**config.mk**
```make
export PLATFORM = sky130hd
export DESIGN_NAME = alu_req_arbiter
export DESIGN_NICKNAME = d
export VERILOG_FILES = /design/src/rtl/alu_req_arbiter.sv
export SDC_FILE = /design/constraint.sdc
export NUM_CORES = 1
export LEC_CHECK = 0
export CORE_UTILIZATION = 39
export DETAILED_ROUTE_END_ITERATION = 12
export PLACE_DENSITY = 0.79
export SLEW_MARGIN = 5
export SYNTH_ARGS = -nofsm -noshare
export SYNTH_HDL_FRONTEND = slang
export SYNTH_SLANG_ARGS = --single-unit
```
**constraint.sdc**
```tcl
create_clock -name clk -period 2.4 [get_ports clk]
set_input_delay 0.24 -clock clk [delete_from_list [all_inputs] [get_ports clk]]
set_output_delay 0.24 -clock clk [all_outputs]
set_load 0.05 [all_outputs]
```
**src/rtl/alu_req_arbiter.sv**
```systemverilog
// Two-port round-robin front end for the shared combinational ALU.
// Accepts one op at a time, holds operands on the ALU for ALU_WAIT+1 cycles, returns a tagged response.
module alu_req_arbiter #(
    parameter int DATA_W   = 19,
    parameter int OPC_W    = 5,
    parameter int ALU_WAIT = 1
) (
    input  logic              clk,
    input  logic              rst_n,

    input  logic              req0_valid,
    output logic              req0_ready,
    input  logic [OPC_W-1:0]  req0_opcode,
    input  logic [DATA_W-1:0] req0_a,
    input  logic [DATA_W-1:0] req0_b,

    input  logic              req1_valid,
    output logic              req1_ready,
    input  logic [OPC_W-1:0]  req1_opcode,
    input  logic [DATA_W-1:0] req1_a,
    input  logic [DATA_W-1:0] req1_b,

    output logic [OPC_W-1:0]  alu_opcode,
    output logic [DATA_W-1:0] alu_a,
    output logic [DATA_W-1:0] alu_b,
    input  logic [DATA_W-1:0] alu_result,
    input  logic              alu_zero,

    output logic              resp_valid,
    input  logic              resp_ready,
    output logic              resp_id,
    output logic [DATA_W-1:0] resp_result,
    output logic              resp_zero,
    output logic              resp_illegal,
    output logic              resp_divz,
    output logic              busy
);

    localparam logic [3:0]       WAIT_INIT = 4'(ALU_WAIT);
    localparam logic [OPC_W-1:0] OPC_LAST  = OPC_W'(9);
    localparam logic [OPC_W-1:0] OPC_DIV   = OPC_W'(3);

    typedef enum logic [1:0] {
        IDLE,
        EXEC,
        RESP
    } state_t;

    state_t state;
    state_t state_next;

    logic [3:0]        cnt;
    logic              last_grant;
    logic              grant_valid;
    logic              grant_id;
    logic [OPC_W-1:0]  sel_opcode;
    logic [DATA_W-1:0] sel_a;
    logic [DATA_W-1:0] sel_b;

    // Grant is only offered in IDLE; on contention the requester not served last wins.
    always_comb begin
        grant_valid = 1'b0;
        grant_id    = 1'b0;
        if (state == IDLE) begin
            if (req0_valid && req1_valid) begin
                grant_valid = 1'b1;
                grant_id    = ~last_grant;
            end else if (req0_valid) begin
                grant_valid = 1'b1;
                grant_id    = 1'b0;
            end else if (req1_valid) begin
                grant_valid = 1'b1;
                grant_id    = 1'b1;
            end
        end
    end

    always_comb begin
        req0_ready = grant_valid && !grant_id;
        req1_ready = grant_valid &&  grant_id;
        sel_opcode = grant_id ? req1_opcode : req0_opcode;
        sel_a      = grant_id ? req1_a      : req0_a;
        sel_b      = grant_id ? req1_b      : req0_b;
    end

    always_comb begin
        state_next = state;
        case (state)
            IDLE: if (grant_valid)     state_next = EXEC;
            EXEC: if (cnt == 4'd0)     state_next = RESP;
            RESP: if (resp_ready)      state_next = IDLE;
            default:                   state_next = IDLE;
        endcase
    end

    always_comb begin
        resp_valid = (state == RESP);
        busy       = (state != IDLE);
    end

    always_ff @(posedge clk or negedge rst_n) begin
        if (!rst_n) begin
            state <= IDLE;
        end else begin
            state <= state_next;
        end
    end

    always_ff @(posedge clk or negedge rst_n) begin
        if (!rst_n) begin
            cnt          <= '0;
            last_grant   <= 1'b1;
            alu_opcode   <= '0;
            alu_a        <= '0;
            alu_b        <= '0;
            resp_id      <= 1'b0;
            resp_result  <= '0;
            resp_zero    <= 1'b0;
            resp_illegal <= 1'b0;
            resp_divz    <= 1'b0;
        end else begin
            case (state)
                IDLE: begin
                    if (grant_valid) begin
                        alu_opcode   <= sel_opcode;
                        alu_a        <= sel_a;
                        alu_b        <= sel_b;
                        resp_id      <= grant_id;
                        resp_illegal <= (sel_opcode > OPC_LAST);
                        resp_divz    <= (sel_opcode == OPC_DIV) && (sel_b == '0);
                        last_grant   <= grant_id;
                        cnt          <= WAIT_INIT;
                    end
                end
                EXEC: begin
                    if (cnt != 4'd0) begin
                        cnt <= cnt - 4'd1;
                    end else begin
                        resp_result <= alu_result;
                        resp_zero   <= alu_zero;
                    end
                end
                default: ;
            endcase
        end
    end

endmodule

```
Yosys cells after proc, flatten, opt, wreduce, memory -nomap -nowiden --
Cells that the tools add are included.
Word-level totals: input port bits 111, bits in registers 73, word-level logic and storage cells 54
Cells by class: reductions and logical operators 15, add/subtract/negate cells 1, eq/ne operators 7, magnitude comparators 1, muxes and demuxes 17, bitwise gates (word level) 2
Operators by type and width (number):
- two-way mux 19 bit | 2
- logical NOT 19 bit | 1
- two-way mux 4 bit | 2
- one-hot mux 4 bit (2 select lines) | 1
- two-way mux 1 bit | 7
- two-way mux 2 bit | 3
- inequality test 2 bit (second input constant) | 3
- one-hot mux 2 bit (3 select lines) | 1
- AND reduction 3 bit | 2
- == test 5 x 2 -> 1 bit (second input constant) | 1
- > comparator 5 x 4 -> 1 bit (second input constant) | 1
- two-way mux 5 bit | 1
- logical AND 1 bit | 4
- logical NOT 4 bit | 1
- AND reduction 2 bit | 2
- nonzero test 2 bit | 2
- nonzero test 4 bit | 1
- subtractor 4 x 1 -> 4 bit (second input constant) | 1
- == test 2 x 1 -> 1 bit (second input constant) | 1
- == test 2 bit (second input constant) | 1
- logical NOT 2 bit | 1
- inequality test 2 x 1 -> 1 bit (second input constant) | 1
- NOT 1 bit | 2
- logical NOT 1 bit | 1

Depth between registers and ports, before layout --
depth after elaboration 7, gate-level depth with buffers 6, mapped depth without buffers 6

Worst setup path before layout --
No wires, ideal clock.
path kind register -> register, start register last_grant, end register alu_a[11], setup slack 0.711 ns, library setup time 0.066 ns, path buffers 1, clock period less this slack 1.689 ns, arrival time 1.622 ns, cell stages (with the launch flop) 6, cell sequence dfstp_2 -> inv_1 -> a2111oi_2 -> buf_2 -> a222oi_1 -> inv_1
Between the ends: cells in the longest elaborated chain, start to end 4
RTL lines:
- start, declared | line 53 | logic last_grant;
- start signal, assigned | line 131 | last_grant <= grant_id;
- NOT 1 bit | line 67 | grant_id = ~last_grant;
- two-way mux 1 bit | line 65 | if (req0_valid && req1_valid) begin
- two-way mux 1 bit | line 64 | if (state == IDLE) begin
- two-way mux 19 bit | line 82 | sel_a = grant_id ? req1_a : req0_a;
- end signal, assigned | line 126 | alu_a <= sel_a;
- end, declared | line 24 | output logic [DATA_W-1:0] alu_a,
No other way between the ends. A chain may end at the register's enable or synchronous reset.

Worst setup path after layout --
start register state[1], end output port resp_valid
Between the ends: cells in the longest elaborated chain, start to end 1
RTL lines:
- start, declared | line 49 | state_t state;
- start signal, assigned | line 105 | state <= state_next;
- == test 2 bit | line 97 | resp_valid = (state == RESP);
- end, declared | line 29 | output logic resp_valid,
No other way between the ends.

==> results.cfg <==
[finish]
layout-drive-gt1-share = 0.1068
area_growth_pct = 65.93
antenna_cells = 0
fin_nets = 595

[floorplanning]
coreArea_um2 = 8217
initial_core_util = 0.4014
ios = 181
die_x_um = 93.96
rows = 33
fp.dieH_um = 93.96
dieArea_um2 = 8828

[global_route]
antenna_found_initial = 0
grt_pass1_vias = 3003
overflow = 0
grt_pass1_wl_um = 14580
grt_use_total = 0.2169
grt_start_max_net_pins = 74

[sta]
rsz0062_at_grt = no
finalSetupViolCount = 0
max-slew-margin-rel = 0.4004
whs_ps = 40.22
finalCritPeriodShare = 0.8537
tightest_slew_ps = 899.4
finClkSkew_ps = 8.993
fin_crit_ps = 2049
maxSlewViolCount = 0
setup_tns_ps = 0
finalHoldViolations = 0
finalWorstSetupSlack_ps = 351.1
max_freq_mhz = 488.1

[critical_path]
worstPathMaxFanout = 4
arrival_ps = 1810
end_kind = output pin
critical-path-slowest-cell = clkdlybuf4s50_1
cp.depth = 3
required_ps = 2160
crit_chain = inv_1 > nor2_1 > clkdlybuf4s50_1
path_class = reg2out
cp_num_buf_inv = 2
rr_worst_depth = 6
start_kind = flop
crit_path_max_incr_delay_ps = 820
reg2reg_setup_slack_ps = 370
cp_top_family = buffers and inverters

[logic_synthesis]
synth-edff-count = 0
synth_top_flop_cell = dfrtp_1
synthTopCellsByArea = dfrtp_1 55%, mux2_4 8.6%, nand2_1 5.8%
synth_area_um2 = 3298
ys_seq_area_frac = 0.5542
synth_top_area_frac = 0.5463
synth_area_per_cell_um2 = 10.85
yosys_warnings = 0
synth-seq-cells = 73
synth_common_cells = 72 x dfrtp_1, 51 x nand2_1, 30 x nor2_1, 25 x a31oi_1, 25 x inv_1
synth_fp_nets = 417
synthArstFlopShare = 1.000
synth_largest_area_cell = dfrtp_1
synth.distinct_cells = 36
syn-instance-count = 304
yosysMostFrequentCell = dfrtp_1

[clock_tree]
cts_sinks = 73
clk_latency_ps = 330
cts_tree = built
clkTransAtPathRegs_ps = 70
clockBufferDepth = 2
post_cts_buffers = 0
holdBufCountCts = 0
cts_buffers = 9
cts_root_buffer = clkbuf_8
cts_htree_levels = 3
cts_resized = 0

[place]
pre_cts_ws_ps = 416.0
port-buffer-count = 180
dp_hpwl_um = 6729
gp_congestion = 0.8417

[drt]
vias = 3086
drt-total-wl_um = 9345
drt_iter0_markers = 179
ant_nets = 0
viasPerCell = 5.213
wl_per_cell_um = 15.79
post-route-drc-count = 0
drt-pass1-iter-count = 7

[pwr]
pwr_density_cell_nw_per_um2 = 1532
ir_drop_v = 0.0006765
p_leak_nw = 2.404

[min_path]
hold_class = in2async

[status]
outcome = finished, final reports clean

[flow_run]
max_cap_violations = 0
state kept, by name, summed over array words and instances (netlist names):
signal and count:
alu_b 19, last_grant 1, alu_opcode 5, resp_zero 1, resp_result 19, alu_a 19
state 2, resp_divz 1, cnt 4, resp_illegal 1, resp_id 1
cell usage in the layout (no fill, tap or decap), types with 3 or more instances in the layout:
cell type,count
dfrtp_1,72
nor4_1,10
clkdlybuf4s50_1,177
clkbuf_8,12
mux2_4,19
nand2_1,51
a31oi_1,25
buf_4,5
inv_1,25
o21ai_0,3
bufinv_16,3
a222oi_1,19
buf_12,3
nor2_1,30
cells by family after synthesis:
kind of cell / Yosys count / synth area share
fa+ha+maj: 2 / 0.007586
xor+xnor: 2 / 0.005312
simple gates: 107 / 0.1495
flops: 73 / 0.5543
compound gates: 54 / 0.1267
mux: 22 / 0.09636
buf+inv: 44 / 0.06032
worst register-to-register path: stages (launching register included):
cell and delay [ps]:
dfrtp_1 380, inv_1 120, ha_1 180, or3b_4 400, nand2b_4 350, o311a_1 230, mux2_2 270
path summary, 6_finish.rpt:
kind | to | from
max | resp_valid | state[1]$_DFFE_PN0P_
min reg2reg | resp_illegal$_DFFE_PN0P_ | resp_illegal$_DFFE_PN0P_
max in group asynchronous | alu_a[16]$_DFFE_PN0P_ | rst_n
min | alu_b[4]$_DFFE_PN0P_ | rst_n
min in group clk | state[1]$_DFFE_PN0P_ | resp_ready
max reg2reg | cnt[0]$_DFFE_PN0P_ | cnt[0]$_DFFE_PN0P_
per-layer routing:
layer / wire, µm / GRT usage / vias up
li1: - / - / 1442
met3: 621 / 0.04450 / 26
met1: 3915 / 0.2774 / 1476
met2: 4488 / 0.3406 / 142
met4: 320 / 0.1244 / 0
met5: 0 / 0 / -
per-stage QoR:
stage                     power (mW)  instance area [µm²]  std cells  utilization
after CTS                      8.453                 5473        592       0.6661
after global placement         7.107                 5210        576       0.6341
final                          8.384                 5473        592       0.6661
after global routing           8.813                 5473        592       0.6661
after floorplan                5.520                 3298        304            -
after detailed placement       7.206                 5210        576       0.6341
power breakdown:
group	internal [mW]	total [mW]	switching, mW
Combinational	1.89	4.96	3.08
Clock	0.776	1.21	0.434
Sequential	1.85	2.21	0.358
Total	4.52	8.38	3.87
layout make-up:
class | count | area, µm²
Fill cell | 674 | 2744
Timing Repair Buffer | 185 | 1869
Sequential cell | 73 | 1828
Multi-Input combinational cell | 187 | 1284
Clock buffer | 12 | 165.2
Tap cell | 105 | 131.4
Clock inverter | 4 | 97.59
Inverter | 26 | 97.59
(Power assumes the default switching activity.)
